File: config.mk
export PLATFORM = sky130hd
export DESIGN_NAME = muu_mem_arbiter
export DESIGN_NICKNAME = d
export VERILOG_FILES = /design/src/rtl/muu_mem_arbiter.sv
export SDC_FILE = /design/constraint.sdc
export NUM_CORES = 1
export LEC_CHECK = 0
export BUFFER_PORTS_ARGS = -buffer_cell sky130_fd_sc_hd__buf_2
export CAP_MARGIN = 20
export CORE_AREA = 2 2 697 699
export CTS_BUF_LIST = sky130_fd_sc_hd__clkbuf_4 sky130_fd_sc_hd__clkbuf_8
export DETAILED_ROUTE_END_ITERATION = 6
export DIE_AREA = 0 0 699 701
export GPL_TIMING_DRIVEN = 0
export PLACE_DENSITY_LB_ADDON = 0.25
export SLEW_MARGIN = 20
export SYNTH_ARGS = -nofsm -noshare
export SYNTH_HDL_FRONTEND = slang
export SYNTH_SLANG_ARGS = --single-unit
File: constraint.sdc
create_clock -name clk -period 3.8 [get_ports clk]
set_input_delay 0.76 -clock clk [delete_from_list [all_inputs] [get_ports clk]]
set_output_delay 0.76 -clock clk [all_outputs]
set_load 0.005 [all_outputs]
File: src/rtl/muu_mem_arbiter.sv
// muu_mem_arbiter: shares one memory-controller port (wrcmd / wr data / rdcmd) between two requesters
// Optional feature: define MUU_ARB_STATS_EN to add per-port 32-bit command/beat counters.
// Ports:
//   clk, rst               clock, synchronous active-low reset
//   s_wrcmd_*              per-port write commands {beats[39:32], addr[31:0]}, port i at [i*CMD_WIDTH +: CMD_WIDTH]
//   s_wr_*                 per-port write data beats
//   s_rdcmd_*              per-port read commands
//   m_wrcmd_*              registered write command slot toward the DRAM command FIFO
//   m_wr_*                 combinational write data path of the current burst owner
//   m_rdcmd_*              registered read command slot
//   wr_owner               currently / last granted write port
//   stat_*                 (MUU_ARB_STATS_EN only) per-port accepted bursts, beats and read commands
module muu_mem_arbiter #(
   parameter int MEMORY_WIDTH = 512,
   parameter int CMD_WIDTH    = 40
) (
   input  logic                      clk,
   input  logic                      rst,
   input  logic [2*CMD_WIDTH-1:0]    s_wrcmd_data,
   input  logic [1:0]                s_wrcmd_valid,
   output logic [1:0]                s_wrcmd_ready,
   input  logic [2*MEMORY_WIDTH-1:0] s_wr_data,
   input  logic [1:0]                s_wr_valid,
   output logic [1:0]                s_wr_ready,
   input  logic [2*CMD_WIDTH-1:0]    s_rdcmd_data,
   input  logic [1:0]                s_rdcmd_valid,
   output logic [1:0]                s_rdcmd_ready,
   output logic [CMD_WIDTH-1:0]      m_wrcmd_data,
   output logic                      m_wrcmd_valid,
   input  logic                      m_wrcmd_ready,
   output logic [MEMORY_WIDTH-1:0]   m_wr_data,
   output logic                      m_wr_valid,
   input  logic                      m_wr_ready,
   output logic [CMD_WIDTH-1:0]      m_rdcmd_data,
   output logic                      m_rdcmd_valid,
   input  logic                      m_rdcmd_ready,
   output logic                      wr_owner
`ifdef MUU_ARB_STATS_EN
   ,
   output logic [63:0]               stat_wr_bursts,
   output logic [63:0]               stat_wr_beats,
   output logic [63:0]               stat_rd_cmds
`endif
);
   typedef enum logic {WR_IDLE, WR_DATA} wr_state_e;

   wr_state_e              wr_state_q, wr_state_d;
   logic [7:0]             cnt_q, cnt_d;
   logic                   wr_owner_q, wr_owner_d;
   logic                   wr_prio_q, wr_prio_d;
   logic [CMD_WIDTH-1:0]   m_wrcmd_data_q, m_wrcmd_data_d;
   logic                   m_wrcmd_valid_q, m_wrcmd_valid_d;
   logic                   rd_prio_q, rd_prio_d;
   logic [CMD_WIDTH-1:0]   m_rdcmd_data_q, m_rdcmd_data_d;
   logic                   m_rdcmd_valid_q, m_rdcmd_valid_d;
   logic                   wr_win, wr_acc, rd_win, rd_acc;
   logic [CMD_WIDTH-1:0]   wr_cmd, rd_cmd;

   assign m_wrcmd_data  = m_wrcmd_data_q;
   assign m_wrcmd_valid = m_wrcmd_valid_q;
   assign m_rdcmd_data  = m_rdcmd_data_q;
   assign m_rdcmd_valid = m_rdcmd_valid_q;
   assign wr_owner      = wr_owner_q;
   assign m_wr_data     = wr_owner_q ? s_wr_data[MEMORY_WIDTH +: MEMORY_WIDTH] : s_wr_data[0 +: MEMORY_WIDTH];

   // Round robin: with both ports requesting, the priority pointer (the port that did not win last) wins.
   assign wr_win = (&s_wrcmd_valid) ? wr_prio_q : s_wrcmd_valid[1];
   assign rd_win = (&s_rdcmd_valid) ? rd_prio_q : s_rdcmd_valid[1];
   assign wr_cmd = wr_win ? s_wrcmd_data[CMD_WIDTH +: CMD_WIDTH] : s_wrcmd_data[0 +: CMD_WIDTH];
   assign rd_cmd = rd_win ? s_rdcmd_data[CMD_WIDTH +: CMD_WIDTH] : s_rdcmd_data[0 +: CMD_WIDTH];
   // Readies are gated by rst so nothing handshakes while reset is held.
   assign wr_acc = rst && wr_state_q == WR_IDLE && |s_wrcmd_valid && (!m_wrcmd_valid_q || m_wrcmd_ready);
   assign rd_acc = rst && |s_rdcmd_valid && (!m_rdcmd_valid_q || m_rdcmd_ready);

   always_comb begin
      wr_state_d      = wr_state_q;
      cnt_d           = cnt_q;
      wr_owner_d      = wr_owner_q;
      wr_prio_d       = wr_prio_q;
      m_wrcmd_data_d  = m_wrcmd_data_q;
      m_wrcmd_valid_d = m_wrcmd_valid_q && !m_wrcmd_ready;
      s_wrcmd_ready   = '0;
      s_wr_ready      = '0;
      m_wr_valid      = 1'b0;
      if (wr_acc) begin
         s_wrcmd_ready[wr_win] = 1'b1;
         m_wrcmd_data_d        = wr_cmd;
         m_wrcmd_valid_d       = 1'b1;
         cnt_d                 = wr_cmd[CMD_WIDTH-1 -: 8];
         wr_owner_d            = wr_win;
         wr_prio_d             = !wr_win;
         wr_state_d            = wr_cmd[CMD_WIDTH-1 -: 8] != 8'd0 ? WR_DATA : WR_IDLE;
      end
      if (rst && wr_state_q == WR_DATA) begin
         m_wr_valid              = s_wr_valid[wr_owner_q];
         s_wr_ready[wr_owner_q]  = m_wr_ready;
         if (m_wr_valid && m_wr_ready) begin
            cnt_d      = cnt_q - 8'd1;
            wr_state_d = cnt_q == 8'd1 ? WR_IDLE : WR_DATA;
         end
      end
   end

   always_comb begin
      rd_prio_d       = rd_prio_q;
      m_rdcmd_data_d  = m_rdcmd_data_q;
      m_rdcmd_valid_d = m_rdcmd_valid_q && !m_rdcmd_ready;
      s_rdcmd_ready   = '0;
      if (rd_acc) begin
         s_rdcmd_ready[rd_win] = 1'b1;
         m_rdcmd_data_d        = rd_cmd;
         m_rdcmd_valid_d       = 1'b1;
         rd_prio_d             = !rd_win;
      end
   end

   always_ff @(posedge clk) begin
      if (!rst) begin
         wr_state_q      <= WR_IDLE;
         cnt_q           <= '0;
         wr_owner_q      <= 1'b0;
         wr_prio_q       <= 1'b0;
         m_wrcmd_data_q  <= '0;
         m_wrcmd_valid_q <= 1'b0;
         rd_prio_q       <= 1'b0;
         m_rdcmd_data_q  <= '0;
         m_rdcmd_valid_q <= 1'b0;
      end else begin
         wr_state_q      <= wr_state_d;
         cnt_q           <= cnt_d;
         wr_owner_q      <= wr_owner_d;
         wr_prio_q       <= wr_prio_d;
         m_wrcmd_data_q  <= m_wrcmd_data_d;
         m_wrcmd_valid_q <= m_wrcmd_valid_d;
         rd_prio_q       <= rd_prio_d;
         m_rdcmd_data_q  <= m_rdcmd_data_d;
         m_rdcmd_valid_q <= m_rdcmd_valid_d;
      end
   end

`ifdef MUU_ARB_STATS_EN
   always_ff @(posedge clk) begin
      if (!rst) begin
         stat_wr_bursts <= '0;
         stat_wr_beats  <= '0;
         stat_rd_cmds   <= '0;
      end else begin
         for (int i = 0; i < 2; i++) begin
            if (s_wrcmd_valid[i] && s_wrcmd_ready[i]) stat_wr_bursts[i*32 +: 32] <= stat_wr_bursts[i*32 +: 32] + 32'd1;
            if (s_wr_valid[i] && s_wr_ready[i])       stat_wr_beats[i*32 +: 32]  <= stat_wr_beats[i*32 +: 32] + 32'd1;
            if (s_rdcmd_valid[i] && s_rdcmd_ready[i]) stat_rd_cmds[i*32 +: 32]   <= stat_rd_cmds[i*32 +: 32] + 32'd1;
         end
      end
   end
`endif
endmodule

==> results of run 1 <==
kinds of logic after synthesis:
| family | after synthesis | share of synthesized area, % |
|---|---|---|
| simple gates | 202 | 8.47 |
| xor+xnor | 2 | 0.174 |
| flops | 94 | 18.6 |
| compound gates | 110 | 9.77 |
| fa+ha+maj | 2 | 0.248 |
| mux | 517 | 57.6 |
| buf+inv | 105 | 5.05 |
synth_stat cells (3+ instances only):
cell      instances  area, sq um
mux2i_1           4         40.0
buf_4             7         52.6
nand2b_1          3         18.8
nor2b_1           3         18.8
inv_1             7         26.3
o211ai_1          4         30.0
nor4_1            7         43.8
buf_1             6         22.5
nand2_1          71          267
buf_2            65          325
and3_1            3         18.8
mux2_2          513         5780
dfxtp_1          94         1880
a211oi_1          6         45.0
nor2_1           90          338
a21oi_1           5         25.0
a21boi_0          3         22.5
nand3_1           8         40.0
a311oi_1         34          298
nor3_1            7         35.0
nand4_1           4         25.0
o21ai_0           6         30.0
a222oi_1         40          400
clkbuf_1         18         67.6
==> results by group, run 1 <==
Synthesis
  • Asr flop ratio synth: 0%
  • Post-synth EDFFs: 0
  • Top_reg_cell synth: dfxtp_1
  • Yosys Warn Count: 0
  • Post-Synthesis Cells: 1032
  • Syn nets: 2229
  • Post-synthesis register bit count: 94
  • Synthesized area: 10100 sq um
  • Synthesized area per cell: 9.78 sq um
  • Synth cell types: 44
  • Sequential-to-total area share from yosys stat: 18.6%

Outcome
  • Stopped at: global placement
  • Status: aborted with a tool error
  • Stop err: [ERROR GPL-0305] RePlAce diverged during gradient descent calculation, resulting in an invalid step length (Inf or NaN). This is often caused by numerical instability ...

Floorplanning
  • Num rows: 255
  • Initial Utilization: 2.09%
  • I/O pins: 1797
  • Die W: 699 microns
  • Die H: 701 microns

Placed design
  • IO Port Bufs: 1795
==> inputs of run 2 (changes only) <==
--- a/config.mk
+++ b/config.mk
@@ -7,12 +7,11 @@
 export LEC_CHECK = 0
 export BUFFER_PORTS_ARGS = -buffer_cell sky130_fd_sc_hd__buf_2
 export CAP_MARGIN = 20
-export CORE_AREA = 2 2 697 699
-export CTS_BUF_LIST = sky130_fd_sc_hd__clkbuf_4 sky130_fd_sc_hd__clkbuf_8
+export CORE_AREA = 2 2 694 696
 export DETAILED_ROUTE_END_ITERATION = 6
-export DIE_AREA = 0 0 699 701
+export DIE_AREA = 0 0 696 698
 export GPL_TIMING_DRIVEN = 0
-export PLACE_DENSITY_LB_ADDON = 0.25
+export PLACE_DENSITY_LB_ADDON = 0.15
 export SLEW_MARGIN = 20
 export SYNTH_ARGS = -nofsm -noshare
 export SYNTH_HDL_FRONTEND = slang
==> results by group, run 2 <==
Outcome
  • Status: finished clean

Global route
  • First-pass GRT wire length: 430000 microns
  • Grt met3 use: 8.17%
  • Initial antenna violation count: 560
  • GR Util All Layers: 15.4%
  • Met2 Usage GRT: 24.1%
  • Pin count of the biggest net entering global routing: 18
  • GRT overflow: 0
  • Vias in the first global route: 18300
  • Routing usage on met1: 18.0%
  • Grt peak-use layer: met2

Synthesis
  • Yosys Warn Count: 0 (unchanged)
  • Post-synth EDFFs: 0 (unchanged)
  • Area contributors post-synth: mux2_2 (57%), dfxtp_1 (19%), a222oi_1 (4.0%), nor2_1 (3.3%), buf_2 (3.2%)
  • Top cell type's share of synthesized area: 57.2% (unchanged)
  • Top-count cell post-synth: mux2_2
  • Post-Synthesis Cells: 1032 (unchanged)
  • Asr flop ratio synth: 0% (unchanged)
  • Sequential-to-total area share from yosys stat: 18.6% (unchanged)
  • Syn nets: 2229 (unchanged)
  • Top_reg_cell synth: dfxtp_1
  • Post-synthesis register bit count: 94 (unchanged)
  • Synth cell types: 44 (unchanged)
  • Synthesized area: 10100 sq um (unchanged)
  • Top cells by count, synth: mux2_2 (513), dfxtp_1 (94), nor2_1 (90), nand2_1 (71), buf_2 (65)
  • Area leader, netlist: mux2_2
  • Synthesized area per cell: 9.78 sq um (unchanged)

Clocking
  • TritonCTS clock tree: yes
  • CTS root buf: clkbuf_16
  • H-tree level count: 3
  • Cts hold-fix bufs: 0
  • Clock-pin slew on the worst setup and hold paths: 0.09 ns
  • CTS max path bufs: 2
  • Clock sinks: 94
  • Number of buffers created by CTS: 9
  • Worst skew pair latency: 0.44 ns

Worst setup path
  • Reg2reg start: wr_state_q$_SDFF_PN0_
  • Worst setup path startpoint: wr_owner$_SDFFE_PN0N_
  • WP data arrival: 2.79 ns
  • CP endpoint kind: output port
  • Largest stage delay, worst path: 0.52 ns
  • Critical-path cell list: buf_12 > clkbuf_2 > buf_2 > mux2_2 > buf_2
  • Worst R2R Path Depth: 4
  • Crit Path Category: reg2out
  • Flop2flop setup slack: 1.56 ns
  • R2R Path End: cnt_q[7]$_SDFF_PN0_
  • Top cell by count, worst path: buf_2
  • Family with the most delay on the worst path: buffers and inverters
  • Slowest cell on crit path: dfxtp_4
  • Req. time, crit path: 3.04 ns
  • CP max FO: 10
  • CP startpoint kind: flop
  • Buffers and inverters on the worst path: 4
  • Crit path depth: 5

Power
  • Power Dens Cells: 205 nW/um^2
  • Leakage power total: 11.1 nW
  • VDD IR max: 253 uV

Placed design
  • Routability Congestion: 1.08
  • Hpwl dp: 374000 microns
  • DP Worst Slack: -0.638 ns
  • IO Port Bufs: 1795 (unchanged)

Layout
  • Final core occ: 6.03%
  • Ratio of cells with drive above 1 in the final layout: 85.0%
  • Area Growth Syn to Fin: 185%
  • Fin nets: 4039
  • Most common cell after layout, fill and taps aside: buf_2
  • Leading cell types in the layout, fill and taps excluded: buf_2 (1855), mux2_2 (513), dfxtp_1 (93), nor2_1 (90), nand2_1 (71)

STA
  • Final Cycle Share: 93.3%
  • Slew Viols, Final: 0
  • Fin. Hold Viols: 0
  • Minimum clock period: 3.55 ns
  • RSZ-0062 raised after global routing: false
  • F_max: 0.282 GHz
  • Clock skew: 0.0135 ns
  • # setup viols final: 0
  • Worst slew pin tran: 0.938 ns
  • Slew margin rel.: 37.5%
  • Worst setup margin: 0.255 ns

Floorplanning
  • Num rows: 254 (-0.39%)
  • Die ar.: 486000 sq um
  • Die W: 696 microns (-0.43%)
  • I/O pins: 1797 (unchanged)
  • Initial Utilization: 2.11% (+0.018 points)
  • Core area: 478000 sq um
  • Die H: 698 microns (-0.43%)

Drt
  • Mean routed wirelength per cell: 40.1 microns
  • DRT Wirelength: 391000 microns
  • Via-to-Cell Ratio: 2.11
  • Via count: 20600
  • Post-route ant nets: 0
  • DRC: 0
  • 1st-pass router iterations: 6
  • DRT iter0 DRCs: 1537

Worst hold path
  • Hold depth: 2
  • Worst Hold Class: reg2reg
  • Hold Path Sink: m_wrcmd_data[31]$_SDFFE_PN0N_
  • Hold wc startpoint: m_wrcmd_data[31]$_SDFFE_PN0N_

Flow run
  • Max Cap Violations: 0
[run 2: cell counts after synthesis]
No cell type changed its count.
[run 2: through the flow]
stage	TNS [ns]	power [mW]	hold WS [ns]	std cells	cell area, sq um
finish	0	5.91	0.500	9749	28800
global route	0	6.23	0.523	9430	28000
CTS	0	6.19	0.487	9247	27500
detailed placement	-127.45	4.92	0.492	9231	27200
global placement	-425.06	4.93	0.492	9227	27100
floorplan	0	2.02	0.484	1032	10100
[run 2: cell families after synthesis]
logic type / after synthesis / synth area share [%]
flip-flops: 94 / 18.6
XOR/XNOR: 2 / 0.174
multiplexers: 517 / 57.6
adder cells (fa/ha/maj): 2 / 0.248
AND/OR/NAND/NOR: 202 / 8.47
AO/OA/AOI/OAI: 110 / 9.77
buffers and inverters: 105 / 5.05
[run 2: where the power goes]
part	internal (mW)	switching, mW
clock network	0.522	0.624
registers	1.07	0.0766
logic	1.28	2.34
[run 2: timing repair]
action / in CTS / in global routing
gates resized for setup: 18 / 0
setup endpoints to repair: 462 / 0
setup buffers: 0 / 0
[run 2: tightest hold or removal path: cells and delay by family (launching register included)]
| family | cells | cell delay [ns] |
|---|---|---|
| AO/OA/AOI/OAI | 1 | 0.05 |
| flip-flops | 1 | 0.32 |
| AND/OR/NAND/NOR | 1 | 0.09 |
[run 2: layout make-up]
class	instances	area, sq um
fillers	56900	449000
diodes	502	1260
well taps	6400	8010
clock inverters	7	78.8
clock buffers	9	225
plain buffers	97	537
inverters	8	30.0
repair buffers	1799	9070
multi-input cells	833	7700
flip-flops and latches	94	1890
[run 2: per-layer routing]
layer  wire length [microns]  vias to the layer above
li1                        -                     8104
met1                  154000                     9601
met2                  173000                     1971
met3                   49700                      741
met4                   13300                      150
met5                    1010                        -
[run 2: worst max-delay path by stage]
stage	to	slack [ns]
after global routing	m_wr_data[288]	0.13
after CTS	m_wr_data[288]	0.03
after detailed placement	m_wr_data[482]	-0.64
after floorplan	s_wrcmd_ready[1]	1.36
final	m_wr_data[197]	0.25
after global placement	m_wr_data[269]	-2.08
No activity file was read; power rests on OpenSTA's default activity.
==> inputs of run 3 (changes only) <==
--- a/config.mk
+++ b/config.mk
@@ -12,6 +12,7 @@
 export DIE_AREA = 0 0 696 698
 export GPL_TIMING_DRIVEN = 0
 export PLACE_DENSITY_LB_ADDON = 0.15
+export RECOVER_POWER = 50
 export SLEW_MARGIN = 20
 export SYNTH_ARGS = -nofsm -noshare
 export SYNTH_HDL_FRONTEND = slang
==> results by group, run 3 (synthesis gave the netlist of run 2 again) <==
Worst setup path
  • Reg2reg start: wr_state_q$_SDFF_PN0_
  • CP endpoint: m_wr_data[81]
  • Worst setup path startpoint: wr_owner$_SDFFE_PN0N_
  • Worst R2R Path Depth: 5 (+1)
  • R2R Path End: m_wrcmd_data[7]$_SDFFE_PN0N_
  • CP startpoint kind: flop
  • CP endpoint kind: output port
  • Crit Path Category: reg2out
  • CP max FO: 10 (unchanged)
  • Req. time, crit path: 3.04 ns (about the same)
  • WP data arrival: 2.86 ns (+0.07 ns)
  • Flop2flop setup slack: 1.06 ns (-0.50 ns)

Layout
  • Ratio of cells with drive above 1 in the final layout: 78.2% (-6.8 points)
  • Layout Cells excl Fill: 9738 (-0.11%)
  • Leading cell types in the layout, fill and taps excluded: buf_2 (1702), mux2_2 (456), clkbuf_1 (145), dfxtp_1 (93), nor2_1 (90)
  • Fillers: 56900 (+0.067%)
  • Fin nets: 4039 (unchanged)
  • Area Growth Syn to Fin: 183%
  • Most common cell after layout, fill and taps aside: buf_2

STA
  • Fin. Hold Viols: 0 (unchanged)
  • Setup TNS: 0 ns (unchanged)
  • Minimum clock period: 3.62 ns (+0.0758 ns)
  • RSZ-0062 raised after global routing: false
  • Slew Viols, Final: 0 (unchanged)
  • Worst slew pin tran: 1.15 ns (+0.208 ns)
  • Final Cycle Share: 95.3% (+2.0 points)
  • Slew margin rel.: 23.6% (-14 points)
  • Clock skew: 0.0166 ns (+0.00302 ns)
  • F_max: 0.276 GHz (-2.1%)
  • # setup viols final: 0 (unchanged)

Drt
  • DRT Wirelength: 391000 microns (about the same)
  • Mean routed wirelength per cell: 40.2 microns (+0.12%)
  • Post-route ant nets: 0 (unchanged)
  • 1st-pass router iterations: 7 (+1)
  • Via-to-Cell Ratio: 2.12 (+0.36%)
  • DRC: 0 (unchanged)
  • DRT iter0 DRCs: 1634 (+6.3%)
  • Via count: 20600 (+0.25%)

Clocking
  • Worst skew pair latency: 0.44 ns (about the same)
  • Clock sinks: 94 (unchanged)
  • TritonCTS clock tree: yes
  • CTS root buf: clkbuf_16
  • Clock-pin slew on the worst setup and hold paths: 0.09 ns (about the same)
  • H-tree level count: 3 (unchanged)
  • CTS max path bufs: 2 (unchanged)
  • Number of buffers created by CTS: 9 (unchanged)

Floorplanning
  • Num rows: 254 (unchanged)
  • Die H: 698 microns (unchanged)
  • Die ar.: 486000 sq um (unchanged)
  • I/O pins: 1797 (unchanged)
  • Core area: 478000 sq um (unchanged)
  • Initial Utilization: 2.11% (unchanged)
  • Die W: 696 microns (unchanged)

Power
  • Power Dens Cells: 206 nW/um^2 (+0.31%)
  • Leakage power total: 10.6 nW (-4.3%)
  • VDD IR max: 257 uV (+1.5%)

Global route
  • Initial antenna violation count: 562 (+0.36%)
  • Pin count of the biggest net entering global routing: 18 (unchanged)
  • GR Util All Layers: 15.4% (unchanged)
  • First-pass GRT wire length: 430000 microns (unchanged)
  • Vias in the first global route: 18300 (unchanged)
  • GRT overflow: 0 (unchanged)

Placed design
  • Routability Congestion: 1.08 (unchanged)
  • Placed cells: 9231 (unchanged)
  • Hpwl dp: 374000 microns (unchanged)
  • IO Port Bufs: 1795 (unchanged)

Worst hold path
  • Worst Hold Class: reg2reg

Outcome
  • Status: finished clean

Flow run
  • Max Cap Violations: 0 (unchanged)
## run 3: cell types whose count changed in the layout (fill, tap and decap cells not counted), sizes merged
cell	change
diode	-11
clkbuf	+155
buf	-155
## run 3: per-layer routing
| metal | track usage (%) | vias to the layer above | wire length [microns] | part of all wire (%) |
|---|---|---|---|---|
| li1 | - | 8100 | - | - |
| met1 | 18.0 | 9653 | 156000 | 40 |
| met2 | 24.1 | 1969 | 174000 | 44 |
| met3 | 8.17 | 750 | 48000 | 12 |
| met4 | 4.86 | 146 | 13000 | 3.3 |
| met5 | 0 | - | 954 | 0.24 |
## run 3: report_power, final
part | switching (mW) | total (mW) | internal (mW)
Sequential | 0.0786 | 1.15 | 1.07
Combinational | 2.35 | 3.58 | 1.23
Clock | 0.632 | 1.15 | 0.522
Total | 3.06 | 5.88 | 2.82
## run 3: worst min-delay path by stage
stage | startpoint | end | slack [ns] | cells past startpoint
finish | m_wrcmd_data[31]$_SDFFE_PN0N_ | m_wrcmd_data[31]$_SDFFE_PN0N_ | 0.50 | 2
global route | m_wrcmd_data[31]$_SDFFE_PN0N_ | m_wrcmd_data[31]$_SDFFE_PN0N_ | 0.53 | 2
CTS | s_rdcmd_data[50] | m_rdcmd_data[10]$_SDFFE_PN0P_ | 0.49 | 3
detailed placement | m_wrcmd_data[10]$_SDFFE_PN0N_ | m_wrcmd_data[10]$_SDFFE_PN0N_ | 0.49 | 2
global placement | m_wrcmd_data[39]$_SDFFE_PN0N_ | m_wrcmd_data[39]$_SDFFE_PN0N_ | 0.49 | 2
floorplan | m_wrcmd_data[39]$_SDFFE_PN0N_ | m_wrcmd_data[39]$_SDFFE_PN0N_ | 0.48 | 2
## run 3: what timing repair did
| item | CTS | global route |
|---|---|---|
| hold endpoints to repair | 0 | 0 |
| hold buffers | 0 | 0 |
| resized for setup | 18 | 0 |
| endpoints found under the setup margin | 462 | 0 |
| setup buffers | 0 | 0 |
## run 3: stage by stage
step	area [sq um]	utilization (%)	hold WS (ns)	setup WS (ns)	total power [mW]
floorplan	10100	-	0.484	1.36	2.02
detailed placement	27200	5.69	0.492	-0.638	4.92
finish	28600	5.98	0.502	0.179	5.88
CTS	27500	5.76	0.487	0.0314	6.19
global route	27800	5.82	0.526	0.0620	6.18
global placement	27100	5.67	0.492	-2.08	4.93
## run 3: final cells by class
cell class / instances / area [sq um] / area share [%]
diodes: 491 / 1230 / 4.30
plain buffers: 97 / 512 / 1.79
clock buffers: 9 / 225 / 0.789
clock inverters: 7 / 78.8 / 0.276
inverters: 8 / 30.0 / 0.105
multi-input cells: 833 / 7690 / 26.9
flip-flops and latches: 94 / 1890 / 6.60
well taps: 6400 / 8010 / 28.0
repair buffers: 1799 / 8910 / 31.2
## run 3: critical path: stages (launching register included)
cell	delay, ns
dfxtp_4	0.51
clkbuf_2	0.38
clkbuf_1	0.68
mux2_1	0.56
buf_2	0.25
